--- config.mk ---
export PLATFORM = sky130hd
export DESIGN_NAME = memory_stage
export DESIGN_NICKNAME = d
export VERILOG_FILES = /design/src/rtl/memory_stage_pkg.sv /design/src/rtl/memory_stage_mem_format.sv /design/src/rtl/memory_stage.sv
export SDC_FILE = /design/constraint.sdc
export NUM_CORES = 1
export LEC_CHECK = 0
export ABC_CLOCK_PERIOD_IN_PS = 3500
export BUFFER_PORTS_ARGS = -buffer_cell sky130_fd_sc_hd__clkbuf_2
export CAP_MARGIN = 10
export CORE_AREA = 2 2 281 283
export DETAILED_ROUTE_END_ITERATION = 8
export DIE_AREA = 0 0 283 285
export PLACE_DENSITY_LB_ADDON = 0.12
export SLEW_MARGIN = 15
export SYNTH_ARGS = -nofsm -noshare
export SYNTH_HDL_FRONTEND = slang
export SYNTH_HIERARCHICAL = 1
export SYNTH_SLANG_ARGS = --single-unit
--- constraint.sdc ---
create_clock -name clk -period 3.5 [get_ports clk]
set_input_delay 0.35 -clock clk [delete_from_list [all_inputs] [get_ports clk]]
set_output_delay 0.35 -clock clk [all_outputs]
set_load 0.1 [all_outputs]
--- src/rtl/memory_stage_pkg.sv ---
// Shared bus and pipeline types for the memory stage: the data-bus handshake
// structs (common) and the execute/memory pipeline bundles with op decode (pipes).
package common;

  typedef struct packed {
    logic        valid;
    logic [63:0] addr;
    logic [2:0]  size;
    logic [7:0]  strobe;
    logic [63:0] data;
  } dbus_req_t;

  typedef struct packed {
    logic        addr_ok;
    logic        data_ok;
    logic [63:0] data;
  } dbus_resp_t;

endpackage

package pipes;

  typedef logic [4:0] creg_addr_t;

  localparam logic [2:0] MSIZE1 = 3'b000;
  localparam logic [2:0] MSIZE2 = 3'b001;
  localparam logic [2:0] MSIZE4 = 3'b010;
  localparam logic [2:0] MSIZE8 = 3'b011;

  typedef enum logic [4:0] {
    OP_NOP, OP_ADD, OP_SUB, OP_AND, OP_OR, OP_XOR, OP_SLL,
    OP_LB, OP_LH, OP_LW, OP_LD, OP_LBU, OP_LHU, OP_LWU,
    OP_SB, OP_SH, OP_SW, OP_SD
  } op_t;

  typedef struct packed {
    op_t  op;
    logic regwrite;
  } ctl_t;

  typedef struct packed {
    logic [63:0] result;
    logic [63:0] rd2;
    ctl_t        ctl;
    creg_addr_t  dst;
    logic [63:0] pc;
    logic [31:0] raw_instr;
    logic        valid;
    logic        bubble;
    logic        ismem;
  } excute_data_t;

  typedef struct packed {
    logic [63:0] result;
    ctl_t        ctl;
    creg_addr_t  dst;
    logic [63:0] pc;
    logic [31:0] raw_instr;
    logic        valid;
    logic        bubble;
    logic        misalign;
  } memory_data_t;

  typedef enum logic {
    MS_IDLE,
    MS_WAIT
  } mem_state_t;

  function automatic logic op_is_load(input op_t op);
    return op inside {OP_LB, OP_LH, OP_LW, OP_LD, OP_LBU, OP_LHU, OP_LWU};
  endfunction

  function automatic logic op_is_store(input op_t op);
    return op inside {OP_SB, OP_SH, OP_SW, OP_SD};
  endfunction

  function automatic logic op_sign_ext(input op_t op);
    return op inside {OP_LB, OP_LH, OP_LW};
  endfunction

  function automatic logic [2:0] op_msize(input op_t op);
    logic [2:0] size;
    case (op)
      OP_LB, OP_LBU, OP_SB: size = MSIZE1;
      OP_LH, OP_LHU, OP_SH: size = MSIZE2;
      OP_LW, OP_LWU, OP_SW: size = MSIZE4;
      default:              size = MSIZE8;
    endcase
    return size;
  endfunction

endpackage

--- src/rtl/memory_stage_mem_format.sv ---
// Purely combinational byte-lane formatting: alignment check, store strobe/data
// placement and load extraction with sign or zero extension.
module mem_format
  import pipes::*;
(
  input  logic [2:0]  size,
  input  logic        sign_ext,
  input  logic [2:0]  off,
  input  logic [63:0] store_data,
  input  logic [63:0] bus_data,
  output logic        aligned,
  output logic [7:0]  strobe,
  output logic [63:0] wdata,
  output logic [63:0] load_data
);

  logic [5:0]  shamt;
  logic [63:0] raw;
  logic [7:0]  mask;

  assign shamt = {off, 3'b000};
  assign raw   = bus_data >> shamt;
  assign wdata = store_data << shamt;

  // NOTE: every output of this block gets a default before the case so no path
  // leaves a variable unassigned, which would otherwise infer a latch.
  always_comb begin
    mask      = 8'hFF;
    aligned   = (off == 3'd0);
    load_data = raw;
    case (size)
      MSIZE1: begin
        mask      = 8'h01;
        aligned   = 1'b1;
        load_data = {{56{sign_ext & raw[7]}}, raw[7:0]};
      end
      MSIZE2: begin
        mask      = 8'h03;
        aligned   = (off[0] == 1'b0);
        load_data = {{48{sign_ext & raw[15]}}, raw[15:0]};
      end
      MSIZE4: begin
        mask      = 8'h0F;
        aligned   = (off[1:0] == 2'b00);
        load_data = {{32{sign_ext & raw[31]}}, raw[31:0]};
      end
      default: ;
    endcase
  end

  assign strobe = mask << off;

endmodule

--- src/rtl/memory_stage.sv ---
// Memory pipeline stage: issues one data-bus request per load/store, freezes
// execute until data_ok, and registers the result bundle for writeback.
module memory_stage
  import common::*;
  import pipes::*;
#(
  parameter int WAIT_CNT_W = 32
) (
  input  logic                  clk,
  input  logic                  reset_n,
  input  excute_data_t          dataE,
  output memory_data_t          dataM,
  output dbus_req_t             dreq,
  input  dbus_resp_t            dresp,
  output logic                  stop_formem,
  output logic [63:0]           rdM,
  output creg_addr_t            dstM,
  output logic                  ismemM,
  output logic                  bubbleM,
  output logic [WAIT_CNT_W-1:0] wait_cycles
);

  mem_state_t   state;
  logic         is_load;
  logic         is_store;
  logic         active;
  logic         aligned;
  logic         bus_req;
  logic         load_done;
  logic [2:0]   size;
  logic [7:0]   fmt_strobe;
  logic [63:0]  fmt_wdata;
  logic [63:0]  load_data;
  memory_data_t next_m;
  logic         unused_bits;

  assign is_load  = op_is_load(dataE.ctl.op);
  assign is_store = op_is_store(dataE.ctl.op);
  assign size     = op_msize(dataE.ctl.op);
  assign active   = dataE.ismem & ~dataE.bubble;

  mem_format u_format (
    .size       (size),
    .sign_ext   (op_sign_ext(dataE.ctl.op)),
    .off        (dataE.result[2:0]),
    .store_data (dataE.rd2),
    .bus_data   (dresp.data),
    .aligned    (aligned),
    .strobe     (fmt_strobe),
    .wdata      (fmt_wdata),
    .load_data  (load_data)
  );

  // Request is a pure function of dataE, which execute holds while we stall,
  // so the bus sees a stable request until data_ok without re-issue.
  assign bus_req     = active & aligned & reset_n;
  assign stop_formem = bus_req & ~dresp.data_ok;
  assign load_done   = bus_req & dresp.data_ok & is_load;

  always_comb begin
    dreq        = '0;
    dreq.valid  = bus_req;
    dreq.addr   = dataE.result;
    dreq.size   = size;
    dreq.strobe = is_store ? fmt_strobe : 8'h00;
    dreq.data   = is_store ? fmt_wdata : 64'h0;
  end

  assign rdM     = load_done ? load_data : dataE.result;
  assign dstM    = dataE.dst;
  assign ismemM  = dataE.ismem;
  assign bubbleM = dataE.bubble;

  always_comb begin
    next_m           = '0;
    next_m.result    = load_done ? load_data : dataE.result;
    next_m.ctl       = dataE.ctl;
    next_m.dst       = dataE.dst;
    next_m.pc        = dataE.pc;
    next_m.raw_instr = dataE.raw_instr;
    next_m.valid     = dataE.valid;
    next_m.bubble    = dataE.bubble;
    next_m.misalign  = active & ~aligned;
  end

  // NOTE: sequential state uses non-blocking assignments so every register
  // samples pre-edge values, independent of statement order.
  always_ff @(posedge clk or negedge reset_n) begin
    if (!reset_n) begin
      state <= MS_IDLE;
    end else begin
      case (state)
        MS_IDLE: if (bus_req && !dresp.data_ok) state <= MS_WAIT;
        MS_WAIT: if (dresp.data_ok)             state <= MS_IDLE;
        default:                                state <= MS_IDLE;
      endcase
    end
  end

  // While stalled the old bundle stays but is marked a bubble so writeback
  // never commits it twice.
  always_ff @(posedge clk or negedge reset_n) begin
    if (!reset_n) begin
      dataM <= '0;
    end else if (!stop_formem) begin
      dataM <= next_m;
    end else begin
      dataM.bubble <= 1'b1;
    end
  end

  always_ff @(posedge clk or negedge reset_n) begin
    if (!reset_n) begin
      wait_cycles <= '0;
    end else if (stop_formem && !(&wait_cycles)) begin
      wait_cycles <= wait_cycles + 1'b1;
    end
  end

  assign unused_bits = ^{dresp.addr_ok, state};

endmodule

* After elaboration in Yosys (flattened, before gate mapping)
Memories as Yosys holds them, arrays and structs flattened. Cells that the tools add are included.
Storage, ports and cells: memory bits (read-only) 64, register bits 206, output and inout port bits 418, memories 1, word-level logic and storage cells 58, input port bits 306
Cells by class: equality and inequality tests 13, shift operators 3, bitwise logic cells 14, reduce and logical (&&, ||, !) cells 9, mux-type cells 7, add/sub/neg operators 1
Memories:
- (name not given) | words 32, width 2, rd ports 1, clocked after memory_dff 0, write ports 0, RTL line memory_stage_pkg.sv:83 | case (op)
Operator list (number):
- 64-bit case mux with 3 select lines | 1
- 64-bit 2-to-1 mux | 2
- 64-bit by 6-bit << shifter with 64-bit output | 1
- 64-bit by 6-bit right shift with 64-bit output | 1
- 5-bit by 4-bit equality test with 1-bit output (second input constant) | 8
- 32-bit by 1-bit adder with 32-bit output (second input constant) | 1
- 32-bit AND reduction | 1
- 8-bit case mux with 3 select lines | 1
- 1-bit bitwise AND | 10
- 5-bit equality test (second input constant) | 2
- 8-bit 2-to-1 mux | 1
- 8-bit by 3-bit << shifter with 8-bit output | 1
- 7-bit nonzero test | 1
- 3-bit logical NOT | 2
- 5-bit by 3-bit equality test with 1-bit output (second input constant) | 1
- 1-bit NOT | 4
- 4-bit nonzero test | 1
- 3-bit by 1-bit equality test with 1-bit output (second input constant) | 1
- 3-bit by 2-bit equality test with 1-bit output (second input constant) | 1
- 1-bit case mux with 3 select lines | 1
- 3-bit nonzero test | 1
- 2-bit logical NOT | 1
- 1-bit logical AND | 1
- 1-bit logical NOT | 1
- 1-bit 2-to-1 mux | 1

* Logic depth before layout (Yosys ltp)
Gate-level depths: netlist (run 1). An unclocked memory read counts as a cell.
depth in word-level cells 8, depth in mapped cells 18, depth with buffers taken out 15

* Cells and area by module
Netlist (run 1), hierarchy kept.
By module, submodules not included:
- memory_stage | cells each 1075, area each 11168.2 sq um, sequential area each 5154.9 sq um, instances 1
- mem_format | cells each 553, area each 4093.9 sq um, sequential area each 0.0 sq um, instances 1

* Worst setup path before layout (run 1)
Ideal clock, no wire load.
path kind input -> output, from input dataE[105] (netlist bit), to output rdM[10], slack -1.468 ns, required time 3.150 ns, stages on the path 17, data arrival time 4.618 ns, buffers on the path 4, cell sequence ha_1 > nor2b_1 > a21o_1 > a21oi_1 > nor2_1 > a31oi_1 > clkbuf_1 > o21ai_0 > a21oi_1 > o22ai_1 > nand4b_4 > a211oi_2 > nand3b_1 > buf_6 > buf_12 > mux2_4 > buf_4
RTL lines:
- start: declaration | RTL line memory_stage.sv:11 | input excute_data_t dataE,
- end: declaration | RTL line memory_stage.sv:16 | output logic [63:0] rdM,

* Worst setup path after layout (run 1)
from input dataE[106] (netlist bit), to output rdM[20]
On the way: elaborated cells on any way between the ends 22, those cells by class 9 x eq/ne; 3 x mux; 6 x bitwise; 3 x reduce/logical; 1 x memory
RTL lines:
- branches (longest 3 deep; another with memory read 32 x 2 bit)
- 64-bit case mux with 3 select lines (*) | RTL line memory_stage_mem_format.sv:31 | case (size)
- via load_data[20] | RTL line memory_stage.sv:33 | logic [63:0] load_data;
- 64-bit 2-to-1 mux (*) | RTL line memory_stage.sv:69 | assign rdM = load_done ? load_data : dataE.result;
Mark *: on every way through the listed nets, which the timed path passes.

==> out/metrics.cfg, run 1 <==
[sta]
hold_violations = 0
fin_ws_ns = -0.184
relSlewSlack_pct = 35.2
rsz0062_at_grt = yes
skew_ns = 0.00538
maxSlewViolCount = 0
worst_slew_pin_slew_ns = 0.971
whs_ns = 0.0451
timing.final.crit_share_pct = 105
max_freq_mhz = 271
period_needed_ns = 3.68
setup_violations = 64

[place]
dp_cells = 3226
place_area_um2 = 21100
portBuffers = 721
dp_hpwl_um = 62500
gp_congestion = 0.875

[worst_setup_path]
cp_data_arrival_time_ns = 3.33
crit_fanout = 25
critPathBufInv = 6
worstSetupPathType = in -> out
cpLargestDelayFamily = simple AND/OR/NAND/NOR gates
critPathLaunchType = primary input
max_stage_delay_ns = 0.52
cp.required_ns = 3.15
end_kind = output pin
path_common_cell = buf_12
crit_path_top_delay_cell = or4b_4
crit_chain = clkbuf_16 -> inv_8 -> ha_4 -> or3b_4 -> a21o_4 -> buf_4 -> or4b_4 -> or4_4 -> buf_16 -> buf_12 -> o211ai_2 -> mux2_4 -> buf_12

[job]
cap_violations = 0

[final_layout]
fin_util_pct = 30.2
finalNonFillerCells = 3398
final_cell_area_um2 = 23500
nNetsFinal = 2639
fillers = 8274
area_growth_pct = 54.2
drive_gt1_share_pct = 47.4

[synth]
seq_area_frac_synth_pct = 33.8
postSynthAreaPerCell_um2 = 9.37
synth_top_cell_by_area = dfrtp_1
yosys_warnings = 6
synth.most_common_cell = nand2_1
yosys.area.top_type_share_pct = 33.8
netlist_top_cells_area = dfrtp_1 34%, mux2_4 12%, nand2_1 10%
ys_ff_latch = 206
synth_edf_count = 0
synthDistinctLibCells = 60
syn_inst = 1628
synthArstFlopShare_pct = 100
syn-cell-area_um2 = 15300
synth_common_cells = 410 x nand2_1, 206 x dfrtp_1, 146 x buf_4
synth_flop_cell = dfrtp_1

[grt]
grt_max_degree = 101
first_global_vias = 15410
grt_pass1_wl_um = 114000
globalRouteOverflowTotal = 0
grt_antenna_before_repair = 13
groute.usage.overall_pct = 19.1

[die]
rows = 103
top_level_ports = 724
core_area_um2 = 78000
die_y_um = 285
die_width_um = 283
start_util_pct = 19.6
die_area_um2 = 80700

[cts]
cts.clk_slew.worst_paths_ns = 0.06
tritoncts = done
clk_latency_ns = 0.54
root_buffer = clkbuf_16
cts_sinks = 206
clockBufferDepth = 3
cts_htree_levels = 1
cts_buffers = 27

[detailed_routing]
drc = 0
drtPass1Iterations = 4
ant_nets = 0
wire_per_inst_um = 23.6
via_per_inst = 4.33
wirelength_um = 80200
drtIter0Drc = 671
vias = 14699

[power]
irDropWorstVdd_mv = 0.357
totalPowerFinal_mw = 9.00
power.density_nw_per_um2 = 382
p_leak_nw = 12.1

[hold_path]
holdCritPathClass = in -> reg

[outcome]
run_status = finished, violations left
violations = negative setup slack

-- worst register-to-register path, delay by kind of cell, from the launching register on --
| kind | cells | cell delay [ns] |
|---|---|---|
| simple gates | 3 | 1.05 |
| compound gates | 1 | 0.29 |
| fa+ha+maj | 1 | 0.21 |
| flops | 1 | 0.42 |
| xor+xnor | 1 | 0.17 |
-- cells by family after synthesis --
logic type,count (synthesis),synth area share [%]
XOR/XNOR,30,1.72
multiplexers,259,24.1
other,1,0.0246
AND/OR/NAND/NOR,706,21.6
buffers and inverters,269,11.7
AO/OA/AOI/OAI,152,6.71
adder cells (fa/ha/maj),5,0.410
flip-flops,206,33.8
-- per-layer routing --
| layer | part of all wire (%) | GRT usage, % | vias up |
|---|---|---|---|
| met5 | 0.16 | 0 | - |
| met4 | 1.4 | 3.11 | 20 |
| met3 | 6.8 | 5.13 | 73 |
| met2 | 50 | 34.0 | 526 |
| met1 | 41 | 23.4 | 7239 |
| li1 | - | - | 6841 |
-- flip-flops by register name (all words and copies together) (netlist names) --
name         cells
wait_cycles     32
dataM          174
-- path summary, 6_finish.rpt --
kind | start | to | slack (ns) | depth (start not counted)
setup / recovery | dataE[106] | rdM[20] | -0.18 | 13
hold / removal | dataE[101] | dataM[101]$_DFFE_PN0N_ | 0.05 | 3
setup reg to reg | wait_cycles[0]$_DFFE_PN0P_ | wait_cycles[30]$_DFFE_PN0P_ | 1.29 | 6
hold reg to reg | dataM[16]$_DFFE_PN0N_ | dataM[16]$_DFFE_PN0N_ | 0.46 | 2
max in group asynchronous | reset_n | dataM[125]$_DFFE_PN0N_ | 1.37 | 4
min in group asynchronous | reset_n | dataM[116]$_DFFE_PN0N_ | 0.27 | 2
-- timing repair --
action                                  in CTS  in global routing
endpoints found under the hold margin      124                  0
pin swaps                                    9                  9
hold buffers                                99                  0
resized for setup                           39                  8
buffers inserted                            12                  3
cloned                                       8                  3
endpoints found under the setup margin      64                 64
-- metrics by stage --
stage	worst slack (ns)	TNS, ns
final	-0.184	-7.07
after global routing	-0.245	-13.33
after CTS	-0.206	-10.56
after detailed placement	-0.296	-24.93
after global placement	-0.804	-33.31
after floorplan	-0.170	-11.55
-- cell type report --
class | count | area (um^2) | area share, %
diodes | 1 | 2.50 | 0.0106
clock buffers | 36 | 759 | 3.23
clock inverters | 12 | 124 | 0.526
inverters | 10 | 55.1 | 0.234
multi-input cells | 1155 | 8510 | 36.2
flip-flops and latches | 206 | 5150 | 21.9
well taps | 1050 | 1310 | 5.58
repair buffers | 928 | 7620 | 32.4
-- placed cells by master, fill, tap and decap left out, drive strengths merged, types with 4 or more instances in the layout --
master,instances
mux4,36
and3,7
nand4,46
o211ai,25
buf,228
o2bb2ai,11
nand2,410
clkbuf,637
nor2,66
dlygate4sd3,99
o22ai,4
or2,4
xor2,27
nor4,10
clkinv,7
and2,100
dfrtp,206
a22oi,15
nor3,22
o32ai,8
a21oi,35
mux2,153
nor2b,6
nand2b,8
nand3,13
ha,5
inv,12
o21ai,43
mux2i,70
-- report_power, final --
part / internal [mW] / switching, mW
logic: 0.988 / 2.61
registers: 2.51 / 0.0795
clock network: 1.67 / 1.15
total: 5.16 / 3.84
(Power assumes the default switching activity.)
==> run 2, diff against run 1 <==
--- a/config.mk
+++ b/config.mk
@@ -12,6 +12,7 @@
 export DETAILED_ROUTE_END_ITERATION = 8
 export DIE_AREA = 0 0 283 285
 export PLACE_DENSITY_LB_ADDON = 0.12
+export RECOVER_POWER = 50
 export SLEW_MARGIN = 15
 export SYNTH_ARGS = -nofsm -noshare
 export SYNTH_HDL_FRONTEND = slang
==> run 2 against run 1 <==
  * Non-clock buffer count did not move
  * Utilization fell by 0.38 points
  * Final cell count barely moved
  * Clock-buffer cell count did not move
  * The flow still finishes with violations (negative setup slack)
==> out/metrics.cfg, run 2 (synthesis gave the netlist of run 1 again) <==
[hold_path]
holdCritPathClass = in -> reg

[cts]
clk_latency_ns = 0.54  ; about the same
clockBufferDepth = 3  ; unchanged
cts_buffers = 27  ; unchanged
cts_sinks = 206  ; unchanged
tritoncts = done
root_buffer = clkbuf_16
cts.clk_slew.worst_paths_ns = 0.06  ; about the same
cts_htree_levels = 1  ; unchanged

[final_layout]
mostFrequentLayoutCells = 410 x nand2_1, 357 x clkbuf_2, 245 x clkbuf_1
finalNonFillerCells = 3401  ; +0.088%
area_growth_pct = 52.3
drive_gt1_share_pct = 37.2  ; -10 points
layout_commonest_cell = nand2_1
largestRegisters = dataM x174, wait_cycles x32
largest_reg_flops = 174  ; unchanged
top_register = dataM
nNetsFinal = 2639  ; unchanged

[sta]
fin_ws_ns = -0.181  ; +0.00337 ns
setup_violations = 64  ; unchanged
finalSetupTns_ns = -6.51  ; +0.555 ns
maxSlewViolCount = 0  ; unchanged
rsz0062_at_grt = yes
skew_ns = 0.00488  ; -0.000507 ns
worst_slew_pin_slew_ns = 1.36  ; +0.392 ns
max_freq_mhz = 272  ; about the same
relSlewSlack_pct = 9.48  ; -26 points
hold_violations = 0  ; unchanged
period_needed_ns = 3.68  ; -0.00337 ns
timing.final.crit_share_pct = 105  ; about the same

[detailed_routing]
drtPass1Iterations = 7  ; +3
wirelength_um = 80700  ; +0.61%
vias = 14762  ; +0.43%
ant_nets = 0  ; unchanged
via_per_inst = 4.34  ; +0.34%
drtIter0Drc = 714  ; +6.4%
drc = 0  ; unchanged
wire_per_inst_um = 23.7  ; +0.52%

[die]
start_util_pct = 19.6  ; unchanged
die_width_um = 283  ; unchanged
die_area_um2 = 80700  ; unchanged
top_level_ports = 724  ; unchanged
die_y_um = 285  ; unchanged
rows = 103  ; unchanged
core_area_um2 = 78000  ; unchanged

[outcome]
run_status = finished, violations left
violations = negative setup slack

[worst_setup_path]
worstSetupPathType = in -> out
crit_fanout = 25  ; unchanged
end_kind = output pin
cp.required_ns = 3.15  ; about the same
cp_data_arrival_time_ns = 3.33  ; about the same
critPathLaunchType = primary input

[power]
totalPowerFinal_mw = 8.96  ; -0.40%
irDropWorstVdd_mv = 0.357  ; about the same
p_sw_mw = 3.84  ; about the same
pwr-share-seq_pct = 28.9  ; +0.2 points
clkPwrFrac_pct = 31.3  ; about the same
p_leak_nw = 11.3  ; -6.0%
switching_share_pct = 42.9  ; +0.21 points
pwr-share-comb_pct = 39.8  ; -0.2 points
power.density_nw_per_um2 = 386  ; +0.86%
p_int_mw = 5.12  ; -0.76%

[place]
gp_congestion = 0.875  ; unchanged
portBuffers = 721  ; unchanged
dp_hpwl_um = 62500  ; unchanged
dp_cells = 3226  ; unchanged

[grt]
groute.usage.overall_pct = 19.1  ; unchanged
grt_pass1_wl_um = 114000  ; unchanged
first_global_vias = 15410  ; unchanged
globalRouteOverflowTotal = 0  ; unchanged
grt_max_degree = 101  ; unchanged
grt_antenna_before_repair = 13  ; unchanged

[job]
cap_violations = 0  ; unchanged

-- run 2: power groups by stage --
stage	combinational [mW]	sequential [mW]	clock [mW]
2_1_floorplan	1.69	3.53	0
3_3_place_gp	3.53	2.62	0
3_5_place_dp	3.53	2.63	0
4_1_cts	3.66	2.59	2.92
5_1_grt	3.73	2.60	3.02
6_report	3.57	2.59	2.81
-- run 2: path summary, 6_finish.rpt --
kind | startpoint | endpoint | slack [ns] | cells past startpoint
min in group asynchronous | reset_n | dataM[115]$_DFFE_PN0N_ | 0.27 | 2
max in group asynchronous | reset_n | dataM[122]$_DFFE_PN0N_ | 1.36 | 4
setup reg to reg | wait_cycles[0]$_DFFE_PN0P_ | wait_cycles[30]$_DFFE_PN0P_ | 1.28 | 6
setup / recovery | dataE[105] | rdM[20] | -0.18 | 13
hold / removal | dataE[101] | dataM[101]$_DFFE_PN0N_ | 0.05 | 3
hold reg to reg | dataM[16]$_DFFE_PN0N_ | dataM[16]$_DFFE_PN0N_ | 0.46 | 2
-- run 2: through the flow --
step                      instance area, um^2  hold WS, ns  setup WS, ns  util, %
after global routing                    23200       0.0359        -0.245     29.8
after global placement                  21100        0.261        -0.804     27.1
after floorplan                         16100       0.0544        -0.170        -
after CTS                               23400      0.00930        -0.206     30.1
after detailed placement                21100        0.257        -0.296     27.1
final                                   23200       0.0471        -0.181     29.8
-- run 2: final cells by class --
type	count	area, um^2
Fill cell	8398	54700
Multi-Input combinational cell	1155	8510
Timing Repair Buffer	928	7320
Sequential cell	206	5150
Tap cell	1050	1310
Clock buffer	36	759
Clock inverter	12	124
Inverter	10	55.1
Antenna cell	4	10.0
-- run 2: what timing repair did --
item / in CTS / in global routing
setup buffers: 12 / 3
gates resized for setup: 39 / 8
hold buffers: 99 / 0
endpoints found under the hold margin: 124 / 0
cloned: 8 / 3
endpoints found under the setup margin: 64 / 64
pin swaps: 9 / 9
-- run 2: routing by layer --
layer / vias to the layer above / global-route usage [%] / routed length (um)
met3: 77 / 5.13 / 5530
met1: 7278 / 23.4 / 33500
met5: - / 0 / 128
li1: 6850 / - / -
met4: 20 / 3.11 / 1120
met2: 537 / 34.0 / 40400
-- run 2: worst max-delay path: stages --
cell and delay, ns:
clkbuf_16 0.13, inv_8 0.05, ha_4 0.19, or3b_4 0.37, a21o_4 0.24, buf_4 0.14, or4b_4 0.52, or4_4 0.48
buf_16 0.21, buf_12 0.18, o211ai_2 0.07, mux2_4 0.20, buf_12 0.17
==> run 3, diff against run 2 <==
--- a/config.mk
+++ b/config.mk
@@ -13,6 +13,7 @@
 export DIE_AREA = 0 0 283 285
 export PLACE_DENSITY_LB_ADDON = 0.12
 export RECOVER_POWER = 50
+export REMOVE_ABC_BUFFERS = 1
 export SLEW_MARGIN = 15
 export SYNTH_ARGS = -nofsm -noshare
 export SYNTH_HDL_FRONTEND = slang
==> run 3 against run 2 <==
  * Critical path type unchanged
  * Final cell count is 0.12% higher
  * Worst setup slack worse by 0.012 ns
  * Hold slack worse by 0.017 ns
  * Register-to-register slack worse by 0.32 ns
  * Non-clock buffer count is 6 higher
  * First-iteration DRC count is 11% lower
  * Combinational power is 2% lower
  * Sequential share of layout area is 0.30 points higher
  * Largest power group unchanged
  * Die area stayed put
  * Sequential cell count stayed put
  * Via count is 0.24% higher
  * Clock-buffer cell count is 6 higher
  * The run ends with max-capacitance violations, max-slew violations, negative setup slack left
==> out/metrics.cfg, run 3 (synthesis gave the netlist of run 1 again) <==
[grt]
grt_antenna_before_repair = 12  ; -1
first_global_vias = 15456  ; +0.30%
globalRouteOverflowTotal = 0  ; unchanged
grt_pass1_wl_um = 115000  ; +0.50%
groute.usage.overall_pct = 19.4  ; +0.28 points
grt_max_degree = 99  ; -2.0%

[sta]
setup_violations = 64  ; unchanged
relSlewSlack_pct = -68.6  ; -78 points
rsz0062_at_grt = yes
finalSetupTns_ns = -6.40  ; +0.108 ns
fin_ws_ns = -0.193  ; -0.0117 ns
timing.final.crit_share_pct = 106  ; +0.34 points
period_needed_ns = 3.69  ; +0.0117 ns
hold_violations = 0  ; unchanged
max_freq_mhz = 271  ; -0.32%
whs_ns = 0.0300  ; -0.0171 ns
maxSlewViolCount = 91  ; +91
skew_ns = 0.0250  ; +0.0201 ns
worst_slew_pin_slew_ns = 2.53  ; +1.17 ns

[detailed_routing]
vias = 14797  ; +0.24%
drtIter0Drc = 632  ; -11%
via_per_inst = 4.35  ; +0.12%
drc = 0  ; unchanged
wirelength_um = 81400  ; +0.89%
ant_nets = 0  ; unchanged
wire_per_inst_um = 23.9  ; +0.77%
drtPass1Iterations = 5  ; -2

[die]
core_area_um2 = 78000  ; unchanged
top_level_ports = 724  ; unchanged
die_y_um = 285  ; unchanged
start_util_pct = 19.6  ; unchanged
rows = 103  ; unchanged
die_area_um2 = 80700  ; unchanged
die_width_um = 283  ; unchanged

[hold_path]
hold_path_startpoint = dataE[105]
holdPathEnd = dataM[105]$_DFFE_PN0N_
holdCritPathClass = in -> reg
min_path_cells = 3  ; unchanged

[place]
gp_congestion = 0.869  ; -0.73%
place_area_um2 = 20700  ; -1.7%
portBuffers = 721  ; unchanged
pre_cts_ws_ns = -0.567  ; -0.272 ns
dp_hpwl_um = 62800  ; +0.42%
dp_cells = 3235  ; +0.28%

[final_layout]
largest_reg_flops = 174  ; unchanged
top_register = dataM
drive_gt1_share_pct = 38.9  ; +1.7 points
fillers = 8431  ; +0.39%
largestRegisters = dataM x174, wait_cycles x32
area_growth_pct = 50.3
fin_util_pct = 29.4  ; -0.40 points
nNetsFinal = 2648  ; +0.34%
finalNonFillerCells = 3405  ; +0.12%
antenna_cells = 0  ; -4
layout_commonest_cell = clkbuf_2
mostFrequentLayoutCells = 425 x clkbuf_2, 410 x nand2_1, 206 x dfrtp_1
final_cell_area_um2 = 22900  ; -1.3%

[worst_setup_path]
cp.required_ns = 3.15  ; about the same
r2r_end = wait_cycles[23]$_DFFE_PN0P_
crit_path_start = dataE[106]
reg2reg_from = wait_cycles[0]$_DFFE_PN0P_
end_kind = output pin
r2r.worst_path.cells = 7  ; +1
cp_data_arrival_time_ns = 3.34  ; about the same
worstSetupPathType = in -> out
critPathLaunchType = primary input
crit_fanout = 6  ; -76%
reg2reg_slack_ns = 0.96  ; -0.32 ns

[cts]
tritoncts = done
clk_latency_ns = 0.61  ; +0.07 ns
cts_htree_levels = 1  ; unchanged
cts_buffers = 30  ; +11%
root_buffer = clkbuf_16
cts_sinks = 206  ; unchanged
cts.clk_slew.worst_paths_ns = 0.05  ; about the same
clockBufferDepth = 3  ; unchanged

[outcome]
run_status = finished, violations left
violations = max-capacitance violations, max-slew violations, negative setup slack

[power]
irDropWorstVdd_mv = 0.391  ; +9.6%
power.density_nw_per_um2 = 397  ; +3.0%
p_leak_nw = 11.4  ; +0.72%
totalPowerFinal_mw = 9.11  ; +1.7%

[job]
cap_violations = 2  ; +2

run 3: cell type report:
cell class / count / area (um^2) / area share (%)
Clock inverter: 8 / 100 / 0.436
Multi-Input combinational cell: 1155 / 8490 / 37.0
Sequential cell: 206 / 5150 / 22.5
Tap cell: 1050 / 1310 / 5.73
Timing Repair Buffer: 934 / 6980 / 30.4
Clock buffer: 42 / 846 / 3.69
Inverter: 10 / 51.3 / 0.224
run 3: per-layer routing:
| metal | share of wire (%) | routed length, um | track usage (%) | vias to the layer above |
|---|---|---|---|---|
| li1 | - | - | - | 6867 |
| met1 | 39 | 32200 | 22.2 | 7255 |
| met2 | 51 | 41300 | 35.3 | 563 |
| met3 | 7.4 | 6060 | 6.08 | 90 |
| met4 | 2.2 | 1820 | 3.96 | 22 |
| met5 | 0.14 | 118 | 0 | - |
run 3: worst max-delay path by stage:
stage / cells after the start / slack, ns / to
after CTS: 16 / -0.23 / rdM[19]
final: 16 / -0.19 / rdM[19]
after floorplan: 15 / -8.52 / wait_cycles[30]$_DFFE_PN0P_
after global placement: 14 / -0.52 / rdM[21]
after detailed placement: 14 / -0.57 / rdM[30]
after global routing: 16 / -0.27 / rdM[19]
run 3: what timing repair did:
item	CTS	global route
cloned	7	1
hold buffers	104	0
pin swaps	6	2
endpoints found under the setup margin	65	64
resized for setup	33	13
buffers inserted	8	2
endpoints found under the hold margin	121	0
run 3: power by group:
| group | switching, mW | internal [mW] | total (mW) |
|---|---|---|---|
| clock network | 1.28 | 1.75 | 3.03 |
| registers | 0.0832 | 2.51 | 2.59 |
| logic | 2.58 | 0.914 | 3.49 |
run 3: critical path: stages:
cell      delay, ns
buf_8          0.11
inv_6          0.05
ha_4           0.19
or3b_4         0.37
a21o_4         0.23
or2_4          0.25
o22ai_2        0.19
buf_6          0.13
nand4b_4       0.11
a211oi_2       0.18
nand3b_1       0.15
buf_12         0.19
buf_12         0.16
buf_16         0.15
mux2_4         0.33
buf_12         0.17
